===== config.mk =====
export PLATFORM = sky130hd
export DESIGN_NAME = prog_loader
export DESIGN_NICKNAME = d
export VERILOG_FILES = /design/src/rtl/rnsrisc_pkg.sv /design/src/rtl/byte_xor_acc.sv /design/src/rtl/prog_loader.sv
export SDC_FILE = /design/constraint.sdc
export NUM_CORES = 1
export LEC_CHECK = 0
export ABC_CLOCK_PERIOD_IN_PS = 3000
export CORE_ASPECT_RATIO = 1.5
export CORE_MARGIN = 2
export CORE_UTILIZATION = 50
export CTS_BUF_LIST = sky130_fd_sc_hd__clkbuf_8
export DETAILED_ROUTE_END_ITERATION = 7
export PLACE_DENSITY_LB_ADDON = 0.08
export RECOVER_POWER = 50
export SYNTH_ARGS = -nofsm -noshare
export SYNTH_HDL_FRONTEND = slang
export SYNTH_SLANG_ARGS = --single-unit
export TNS_END_PERCENT = 50

===== constraint.sdc =====
create_clock -name clk -period 3 [get_ports clk]
set_input_delay 0.9 -clock clk [delete_from_list [all_inputs] [get_ports clk]]
set_output_delay 0.9 -clock clk [all_outputs]
set_load 0.02 [all_outputs]

===== src/rtl/rnsrisc_pkg.sv =====
// Shared definitions for the program loader: FSM state encoding and stream framing constants.
package rnsrisc_pkg;

    typedef enum logic [3:0] {
        IDLE    = 4'd0,
        LEN_HI  = 4'd1,
        LEN_LO  = 4'd2,
        DATA_HI = 4'd3,
        DATA_LO = 4'd4,
        WRITE   = 4'd5,
        CHK     = 4'd6,
        DONE    = 4'd7,
        ERR     = 4'd8
    } state_t;

    localparam int LEN_BYTES = 2;
    localparam int CHK_BYTES = 1;

    // States from which a new load may be started.
    function automatic logic accepts_load(input state_t s);
        return (s == IDLE) || (s == DONE) || (s == ERR);
    endfunction

endpackage


===== src/rtl/byte_xor_acc.sv =====
// 8-bit XOR accumulator with synchronous clear (priority) and enable.
module byte_xor_acc (
    input  logic       clk,
    input  logic       rst_n,
    input  logic       clr,
    input  logic       en,
    input  logic [7:0] din,
    output logic [7:0] acc
);

    always_ff @(posedge clk or negedge rst_n) begin
        if (!rst_n) begin
            acc <= 8'd0;
        end else if (clr) begin
            acc <= 8'd0;
        end else if (en) begin
            acc <= acc ^ din;
        end
    end

endmodule


===== src/rtl/prog_loader.sv =====
// Byte-stream program loader: parses length/words/checksum, writes instruction memory
// and holds the CPU core in reset until a load completes with a good checksum.
module prog_loader
    import rnsrisc_pkg::*;
#(
    parameter int PROG_CTR_WID = 10
) (
    input  logic                    clk,
    input  logic                    rst_n,
    input  logic                    load_req,
    input  logic [7:0]              byte_in,
    input  logic                    byte_valid,
    output logic                    byte_ready,
    output logic                    mem_we,
    output logic [PROG_CTR_WID-1:0] mem_addr,
    output logic [15:0]             mem_wdata,
    output logic                    cpu_rst_n,
    output logic                    load_done,
    output logic                    load_err
);

    localparam int LEN_W = 8 * LEN_BYTES;
    localparam int CHK_W = 8 * CHK_BYTES;
    localparam logic [LEN_W:0] MAX_WORDS = (LEN_W + 1)'(1) << PROG_CTR_WID;

    state_t               state;
    state_t               state_next;
    logic                 xfer;
    logic [LEN_W-1:0]     len_q;
    logic [LEN_W-1:0]     len_rx;
    logic [7:0]           hi_q;
    logic [7:0]           lo_q;
    // One extra bit so the index never wraps, even after the 2^PROG_CTR_WID-th word.
    logic [PROG_CTR_WID:0] idx_q;
    logic                 last_word;
    logic                 acc_clr;
    logic                 acc_en;
    logic [CHK_W-1:0]     chk_acc;

    assign xfer      = byte_valid & byte_ready;
    assign len_rx    = {len_q[LEN_W-1:8], byte_in};
    assign last_word = ((LEN_W + 1)'(idx_q) + (LEN_W + 1)'(1)) == {1'b0, len_q};
    assign mem_addr  = idx_q[PROG_CTR_WID-1:0];
    assign mem_wdata = {hi_q, lo_q};

    byte_xor_acc u_chk (
        .clk   (clk),
        .rst_n (rst_n),
        .clr   (acc_clr),
        .en    (acc_en),
        .din   (byte_in),
        .acc   (chk_acc)
    );

    always_comb begin
        state_next = state;
        byte_ready = 1'b0;
        mem_we     = 1'b0;
        acc_clr    = 1'b0;
        acc_en     = 1'b0;
        case (state)
            IDLE, DONE, ERR: begin
                if (load_req) begin
                    state_next = LEN_HI;
                    acc_clr    = 1'b1;
                end
            end
            LEN_HI: begin
                byte_ready = 1'b1;
                if (xfer) begin
                    acc_en     = 1'b1;
                    state_next = LEN_LO;
                end
            end
            LEN_LO: begin
                byte_ready = 1'b1;
                if (xfer) begin
                    acc_en = 1'b1;
                    if ({1'b0, len_rx} > MAX_WORDS) begin
                        state_next = ERR;
                    end else if (len_rx == '0) begin
                        state_next = CHK;
                    end else begin
                        state_next = DATA_HI;
                    end
                end
            end
            DATA_HI: begin
                byte_ready = 1'b1;
                if (xfer) begin
                    acc_en     = 1'b1;
                    state_next = DATA_LO;
                end
            end
            DATA_LO: begin
                byte_ready = 1'b1;
                if (xfer) begin
                    acc_en     = 1'b1;
                    state_next = WRITE;
                end
            end
            WRITE: begin
                mem_we     = 1'b1;
                state_next = last_word ? CHK : DATA_HI;
            end
            CHK: begin
                byte_ready = 1'b1;
                if (xfer) begin
                    state_next = (byte_in == chk_acc) ? DONE : ERR;
                end
            end
            default: state_next = IDLE;
        endcase
    end

    // Status levels are registered from the next state so they line up with the state
    // register and cpu_rst_n stays low until the first edge after reset release.
    always_ff @(posedge clk or negedge rst_n) begin
        if (!rst_n) begin
            state     <= IDLE;
            cpu_rst_n <= 1'b0;
            load_done <= 1'b0;
            load_err  <= 1'b0;
        end else begin
            state     <= state_next;
            cpu_rst_n <= (state_next == IDLE) || (state_next == DONE);
            load_done <= (state_next == DONE);
            load_err  <= (state_next == ERR);
        end
    end

    always_ff @(posedge clk or negedge rst_n) begin
        if (!rst_n) begin
            len_q <= '0;
            hi_q  <= 8'd0;
            lo_q  <= 8'd0;
            idx_q <= '0;
        end else begin
            if (accepts_load(state) && load_req) begin
                idx_q <= '0;
            end
            if (xfer) begin
                case (state)
                    LEN_HI:  len_q[LEN_W-1:8] <= byte_in;
                    LEN_LO:  len_q[7:0]       <= byte_in;
                    DATA_HI: hi_q             <= byte_in;
                    DATA_LO: lo_q             <= byte_in;
                    default: ;
                endcase
            end
            if (state == WRITE) begin
                idx_q <= idx_q + 1'b1;
            end
        end
    end

endmodule

# [After elaboration in Yosys (flattened, before gate mapping)]
# Cells that the tools add are included.
[word_totals] inputBits=12 ff_bits=58 elab_cells=64
[classes] mux=21 n_addsub=2 bitwise_logic=2 eq_ne=12 reduce_logical=16 magnitude_cmp=1
[ops] cell="4-bit two-way mux" n=8
[ops] cell="4-bit one-hot mux with 7 select lines" n=1
[ops] cell="11-bit two-way mux" n=2
[ops] cell="4-bit by 3-bit == test with 1-bit output (second input constant)" n=5
[ops] cell="12-bit by 16-bit == test with 1-bit output" n=1
[ops] cell="16-bit by 11-bit greater-than comparator with 1-bit output (second input constant)" n=1
[ops] cell="16-bit zero test" n=1
[ops] cell="8-bit two-way mux" n=2
[ops] cell="11-bit by 1-bit adder with 12-bit output (second input constant)" n=1
[ops] cell="11-bit by 1-bit adder with 11-bit output (second input constant)" n=1
[ops] cell="4-bit by 2-bit == test with 1-bit output (second input constant)" n=2
[ops] cell="4-bit == test (second input constant)" n=2
[ops] cell="8-bit == test" n=1
[ops] cell="4-bit zero test" n=2
[ops] cell="2-bit AND reduction" n=4
[ops] cell="8-bit bitwise XOR" n=1
[ops] cell="1-bit two-way mux" n=6
[ops] cell="3-bit two-way mux" n=2
[ops] cell="5-bit OR reduction" n=1
[ops] cell="4-bit by 1-bit == test with 1-bit output (second input constant)" n=1
[ops] cell="2-bit nonzero test" n=2
[ops] cell="4-bit OR reduction" n=1
[ops] cell="1-bit logical OR" n=3
[ops] cell="3-bit OR reduction" n=1
[ops] cell="2 further kinds" n=2

# [Logic depth before layout (Yosys ltp)]
# Gate-level depths: netlist of run 1.
[depth] word_depth=8 mapped_depth=9

# [Modules after synthesis]
# From an unflattened synthesis of run 1, not the netlist that was laid out.
[hier_totals] hier_cells=314 hier_area_um2=3306.9
[modules_own_cells] mod="prog_loader" area_per_inst_um2=2900.3 cells_per_inst=279 instances=1 seq_area_each_um2=1251.2
[modules_own_cells] mod="byte_xor_acc" area_per_inst_um2=406.6 cells_per_inst=35 instances=1 seq_area_each_um2=200.2

# [Worst setup path before layout of run 1]
# No wires, ideal clock.
[synth_timing] path_type="input -> register" start="in byte_in[5]" end="reg cpu_rst_n" arrival_ns=2.401 cell_stages=7 slack_ns=0.520 setup_time_ns=0.079 path_cell_list="nor4_1 > nand4_1 > or3_1 > o211ai_1 > a21oi_1 > nor4_4 > mux2i_1"
[synth_via] elab_chain_len=7
[synth_rtl] item="from (decl)" line_no="prog_loader.sv:11" text="input logic [7:0] byte_in,"
[synth_rtl] item="parallel branches: the longest is 4 deep, another holds 16-bit by 11-bit greater-than comparator with 1-bit output"
[synth_rtl] item="4-bit one-hot mux with 7 select lines *" line_no="prog_loader.sv:61" text="case (state)"
[synth_rtl] item="4-bit by 3-bit == test with 1-bit output or 4-bit zero test (tied branches)" line_no="prog_loader.sv:126" text="cpu_rst_n <= (state_next == IDLE) || (state_next == DONE);"
[synth_rtl] item="1-bit logical OR *" line_no="prog_loader.sv:126"
[synth_rtl] item="to (signal assigned)" line_no="prog_loader.sv:126"
[synth_rtl] item="to (decl)" line_no="prog_loader.sv:17" text="output logic cpu_rst_n,"
# Mark *: on every way between the ends.
# A chain may end at the register's enable or synchronous reset.

# [Final worst setup path of run 1]
# Ends and elaborated chain as after synthesis.

==> results of run 1 <==
-- per-stage QoR --
step,total power [mW],util (%),instances
after floorplan,2.32,-,333
after CTS,3.83,65.0,480
after detailed placement,2.99,61.5,464
after global routing,4.02,64.7,480
after global placement,2.97,61.5,464
final,3.78,64.7,480
-- worst max-delay path, stage by stage --
cell	delay, ns
clkdlybuf4s50_1	0.45
buf_4	0.18
xnor2_1	0.12
nand4_1	0.12
nor3_1	0.10
o21ba_2	0.21
or3_1	0.36
or4_1	0.53
mux2i_1	0.16
-- flip-flops by register name (all words and copies together) (netlist names) --
register,count
state,4
len_q,16
lo_q,8
u_chk.acc,8
hi_q,8
load_err,1
cpu_rst_n,1
idx_q,11
load_done,1
-- power by group through the flow --
stage	Combinational, mW	Sequential [mW]	Clock, mW
final	1.65	1.31	0.825
after global routing	1.79	1.35	0.877
after CTS	1.68	1.31	0.842
after detailed placement	1.67	1.32	0
after global placement	1.66	1.32	0
after floorplan	0.923	1.40	0
-- area by class of cell --
cell class | instances | share of cell area (%)
Multi-Input combinational cell | 241 | 40.1
Sequential cell | 58 | 34.8
Timing Repair Buffer | 81 | 16.6
Clock buffer | 11 | 3.63
Tap cell | 76 | 2.28
Clock inverter | 5 | 1.86
Inverter | 8 | 0.720
-- placed cells by master, fill, tap and decap left out, types with 7 or more instances in the layout --
cell | synthesis | final
dfrtp_1 | 58 | 58
nand3_1 | 10 | 10
clkdlybuf4s50_1 | 0 | 38
clkbuf_8 | 0 | 11
nor3_1 | 7 | 7
xnor2_1 | 14 | 14
xor2_1 | 11 | 11
mux2_2 | 31 | 31
buf_4 | 11 | 34
a21oi_1 | 9 | 9
nand2_1 | 27 | 27
o21ai_0 | 15 | 17
nor2_1 | 29 | 29
-- kinds of logic (layout without fill, tap and decap cells) --
logic type	count (synthesis)	after routing	share of synthesized area [%]
fa+ha+maj	1	1	0.378
mux	33	33	11.2
flops	58	58	43.9
buf+inv	34	105	5.56
simple gates	116	116	18.5
xor+xnor	26	26	7.11
compound gates	65	65	13.5
-- worst paths after layout --
kind,from,end,slack (ns),depth (start not counted)
min,len_q[13]$_DFFE_PN0P_,len_q[13]$_DFFE_PN0P_,0.51,1
min reg2reg,len_q[13]$_DFFE_PN0P_,len_q[13]$_DFFE_PN0P_,0.51,1
max in group asynchronous,rst_n,len_q[10]$_DFFE_PN0P_,0.67,2
min in group asynchronous,rst_n,state[0]$_DFF_PN0_,0.75,1
max,byte_in[5],cpu_rst_n$_DFF_PN0_,0.12,9
max reg2reg,idx_q[0]$_DFFE_PN0P_,cpu_rst_n$_DFF_PN0_,0.37,8
-- routing by layer --
metal | GRT usage, % | share of wire (%) | vias up
met1 | 28.5 | 42 | 1326
met5 | 0 | 0 | -
met2 | 38.7 | 51 | 58
li1 | - | - | 1323
met3 | 5.74 | 3.0 | 17
met4 | 11.7 | 3.4 | 0
==> impl_metrics.ini, run 1 <==
[clock_network]
cts_resized = 0
cts_buffers = 9
cts_root_buf = clkbuf_8
insertion_delay_ns = 0.34
cts_setup_buffers = 0
clkSinkCount = 58
cts_max_path_buffers = 2
cts_max_level = 3
cts_tree = done
clk_pin_slew_ns = 0.06
postCtsHoldBufs = 0

[setup_path]
path_class = input pin to register
crit_path_start_kind = input pin
worstPathMaxFanout = 6
crit_arrival_ns = 3.14
cp-end-kind = register
worstPathRequired_ns = 3.26

[status]
status = completed

[placement]
gp_congestion = 0.953
portBuffers = 42
dp_slack_ns = -0.269
dp_hpwl_mm = 6.13
placed_area_sq_um = 3960

[pwr]
p_int_mw = 2.42
p_leak_nw = 1.80
power.switching_mw = 1.37
seqPwrFrac_pct = 34.5
irDropWorstVdd_v = 0.000566
combPwrFrac_pct = 43.7
swShare_pct = 36.2
p_clk_share_pct = 21.8
p_per_area_nw_per_um2 = 907

[job]
drv_cap = 0

[drt]
via_per_inst = 5.68
ant_nets = 0
drt-initial-drc-count = 140
drc = 0
wl_per_cell_um = 16.8
vias = 2724
routed_wl_mm = 8.08
dr.pass1.iters = 4

[worst_hold_path]
hold_class = register to register

[synthesis]
synth_top_area_share_pct = 43.9
synth_top_cells_by_count = dfrtp_1 (58), mux2_2 (31), nor2_1 (29)
syn_area_per_cell_sq_um = 9.94
synth_most_common_cell = dfrtp_1
synth_enable_flop_cells = 0
synth_area_leaders = dfrtp_1 (44%), mux2_2 (11%), xnor2_1 (3.7%)
synth_ff_type = dfrtp_1
netlist_area_sq_um = 3310
yosysWarnings = 0
synthArstFlopShare_pct = 100
synth_cell_type_count = 62
syn_inst = 333
seq_area_frac_synth_pct = 43.9
ys_ff_latch = 58
syn_nets = 346
yosysTopAreaCell = dfrtp_1

[grt]
grt_antenna_before_repair = 0
grt_pass1_vias = 2620
grt_max_degree = 22
grt_pass1_wl_mm = 13.3
grtUsageTotal_pct = 23.6
overflow = 0

[timing]
max_freq_ghz = 0.347
timing.final.ws_setup_ns = 0.120
post-route-min-period_ns = 2.88
setup_viol = 0
clock_skew_ns = 0.00547
whs_ns = 0.506
worst_slew_pin_slew_ns = 1.13
fin_crit_sh_pct = 96.0
drv_slew = 0
rsz0062_at_grt = false
tns_ns = 0
relSlewSlack_pct = 24.7
final_hold_viol_count = 0

[die]
std_cell_rows = 36
die-height_um = 104
core_sq_um = 6440
pin_count = 43
initial_utilization_pct = 51.4
fp.dieArea_sq_um = 7300
fp.dieW_um = 70.4

[finish]
register_area_sq_um = 1450
multi_input_comb_area_sq_um = 1670
nFillCells = 555
antennaDiodeCount = 0
fin_nets = 412
layout-drive-gt1-share_pct = 22.5
syn_to_final_growth_pct = 26.0
final_cell_area_sq_um = 4170
Power figures use the tool's default switching activity.
==> run 2: changes to the inputs <==
--- a/config.mk
+++ b/config.mk
@@ -5,7 +5,7 @@
 export SDC_FILE = /design/constraint.sdc
 export NUM_CORES = 1
 export LEC_CHECK = 0
-export ABC_CLOCK_PERIOD_IN_PS = 3000
+export ABC_CLOCK_PERIOD_IN_PS = 3700
 export CORE_ASPECT_RATIO = 1.5
 export CORE_MARGIN = 2
 export CORE_UTILIZATION = 50
==> constraint.sdc (replaced) <==
create_clock -name clk -period 3.7 [get_ports clk]
set_input_delay 1.11 -clock clk [delete_from_list [all_inputs] [get_ports clk]]
set_output_delay 1.11 -clock clk [all_outputs]
set_load 0.02 [all_outputs]
==> impl_metrics.ini, run 2 (synthesized netlist as in run 1, its figures left out) <==
[finish]
nFillCells = 593
antennaDiodeCount = 0
reg_top3 = len_q: 16 flops, idx_q: 11 flops
largest_reg_flops = 16
multi_input_comb_area_sq_um = 1670
layout-drive-gt1-share_pct = 19.2
fin_nets = 388
syn_to_final_growth_pct = 19.4
mostFrequentLayoutCells = dfrtp_1 (58), clkdlybuf4s50_1 (37), mux2_2 (31)
final_common_cell = dfrtp_1
top_register = len_q
register_area_sq_um = 1450
instances_no_fill = 456

[pwr]
p_leak_nw = 1.66
power_mw = 2.87
p_per_area_nw_per_um2 = 725
irDropWorstVdd_v = 0.000484

[drt]
wl_per_cell_um = 17.5
ant_nets = 0
dr.pass1.iters = 4
routed_wl_mm = 7.96
drt-initial-drc-count = 122
vias = 2716
via_per_inst = 5.96
drc = 0

[setup_path]
worstPathMaxFanout = 12
cp-end-kind = output port
r2r_setup_slack_ns = 0.71
worstPathRequired_ns = 2.59
crit_path_start_kind = register
crit_arrival_ns = 2.19
path_class = register to output port

[grt]
grtUsageTotal_pct = 22.6
grt_pass1_vias = 2595
grt_busiest_layer = met2
grt_pass1_wl_mm = 12.9
globalRouteMet2Util_pct = 38.1
grt_max_degree = 59
grt_use_met1_pct = 28.1
use_met3_pct = 3.31
overflow = 0
grt_antenna_before_repair = 0

[timing]
clock_skew_ns = 0.00703
post-route-min-period_ns = 3.30
final_hold_viol_count = 0
relSlewSlack_pct = 2.93
tns_ns = 0
fin_crit_sh_pct = 89.3
whs_ns = 0.500
rsz0062_at_grt = false
worst_slew_pin_slew_ns = 1.46
max_freq_ghz = 0.303
setup_viol = 0
drv_slew = 0

[placement]
dpl.cell_count = 440
gp_congestion = 0.951
dp_hpwl_mm = 5.83
portBuffers = 42

[clock_network]
cts_max_path_buffers = 2
postCtsHoldBufs = 0
cts_root_buf = clkbuf_8
insertion_delay_ns = 0.34
cts_max_level = 3
cts_buffers = 9
cts_tree = done
clkSinkCount = 58
cts_resized = 0
clk_pin_slew_ns = 0.07
cts_setup_buffers = 0

[status]
status = completed

[die]
fp.dieArea_sq_um = 7300
fp.dieW_um = 70.4
die-height_um = 104
std_cell_rows = 36
core_sq_um = 6440
initial_utilization_pct = 51.4
pin_count = 43

[job]
drv_cap = 0

[worst_hold_path]
hold_class = register to register
==> run 2: changes by cell type in the layout (fill, tap and decap cells not counted), sizes merged <==
cell,previous run,this run
bufinv,2,0
clkinvlp,0,3
dlymetal6s2s,1,0
buf,34,14
clkbuf,17,12
dlygate4sd3,2,4
clkdlybuf4s50,38,37
==> run 2: final cells by class <==
cell class                      instances  area share, %
Inverter                                8          0.760
Sequential cell                        58           36.7
Clock buffer                           10           3.48
Multi-Input combinational cell        241           42.4
Timing Repair Buffer                   57           13.2
Clock inverter                          6           1.04
Tap cell                               76           2.41
==> run 2: path summary, 6_finish.rpt <==
kind                                       startpoint                  endpoint  cells past startpoint
worst max-delay path               state[2]$_DFF_PN0_                    mem_we                      5
worst min-delay path            len_q[15]$_DFFE_PN0P_     len_q[15]$_DFFE_PN0P_                      1
worst max register to register   idx_q[0]$_DFFE_PN0P_       cpu_rst_n$_DFF_PN0_                      9
worst min register to register  len_q[15]$_DFFE_PN0P_     len_q[15]$_DFFE_PN0P_                      1
max in group asynchronous                       rst_n  u_chk.acc[2]$_DFFE_PN0P_                      2
min in group asynchronous                       rst_n      idx_q[5]$_DFFE_PN0P_                      2
==> run 2: power by group <==
| group | internal [mW] | leakage, nW | switching [mW] | total (mW) |
|---|---|---|---|---|
| Sequential | 0.870 | 0.743 | 0.231 | 1.10 |
| Clock | 0.261 | 0.0847 | 0.268 | 0.529 |
| Combinational | 0.623 | 0.836 | 0.613 | 1.24 |
==> run 2: metal layers <==
metal  share of wire, %  vias up  wire length [um]
met2                 53       65              4230
met5                  0        -                 0
met1                 41     1353              3270
met4                2.7        0               215
met3                3.0       17               240
li1                   -     1281                 -
==> run 2: through the flow <==
step / instance area (sq um) / worst slack [ns] / util, %
final: 3950 / 0.397 / 61.3
after global routing: 3950 / 0.255 / 61.3
after CTS: 3970 / 0.396 / 61.6
after detailed placement: 3790 / 0.192 / 58.9
after global placement: 3790 / 0.234 / 58.9
after floorplan: 3310 / 1.01 / -
==> run 2: worst max-delay path, stage by stage, from the launching register on <==
cell and delay, ns:
dfrtp_1 0.59, nor2b_1 0.25, nand2_1 0.10, or2_1 0.26
clkinv_1 0.06, clkdlybuf4s50_1 0.59
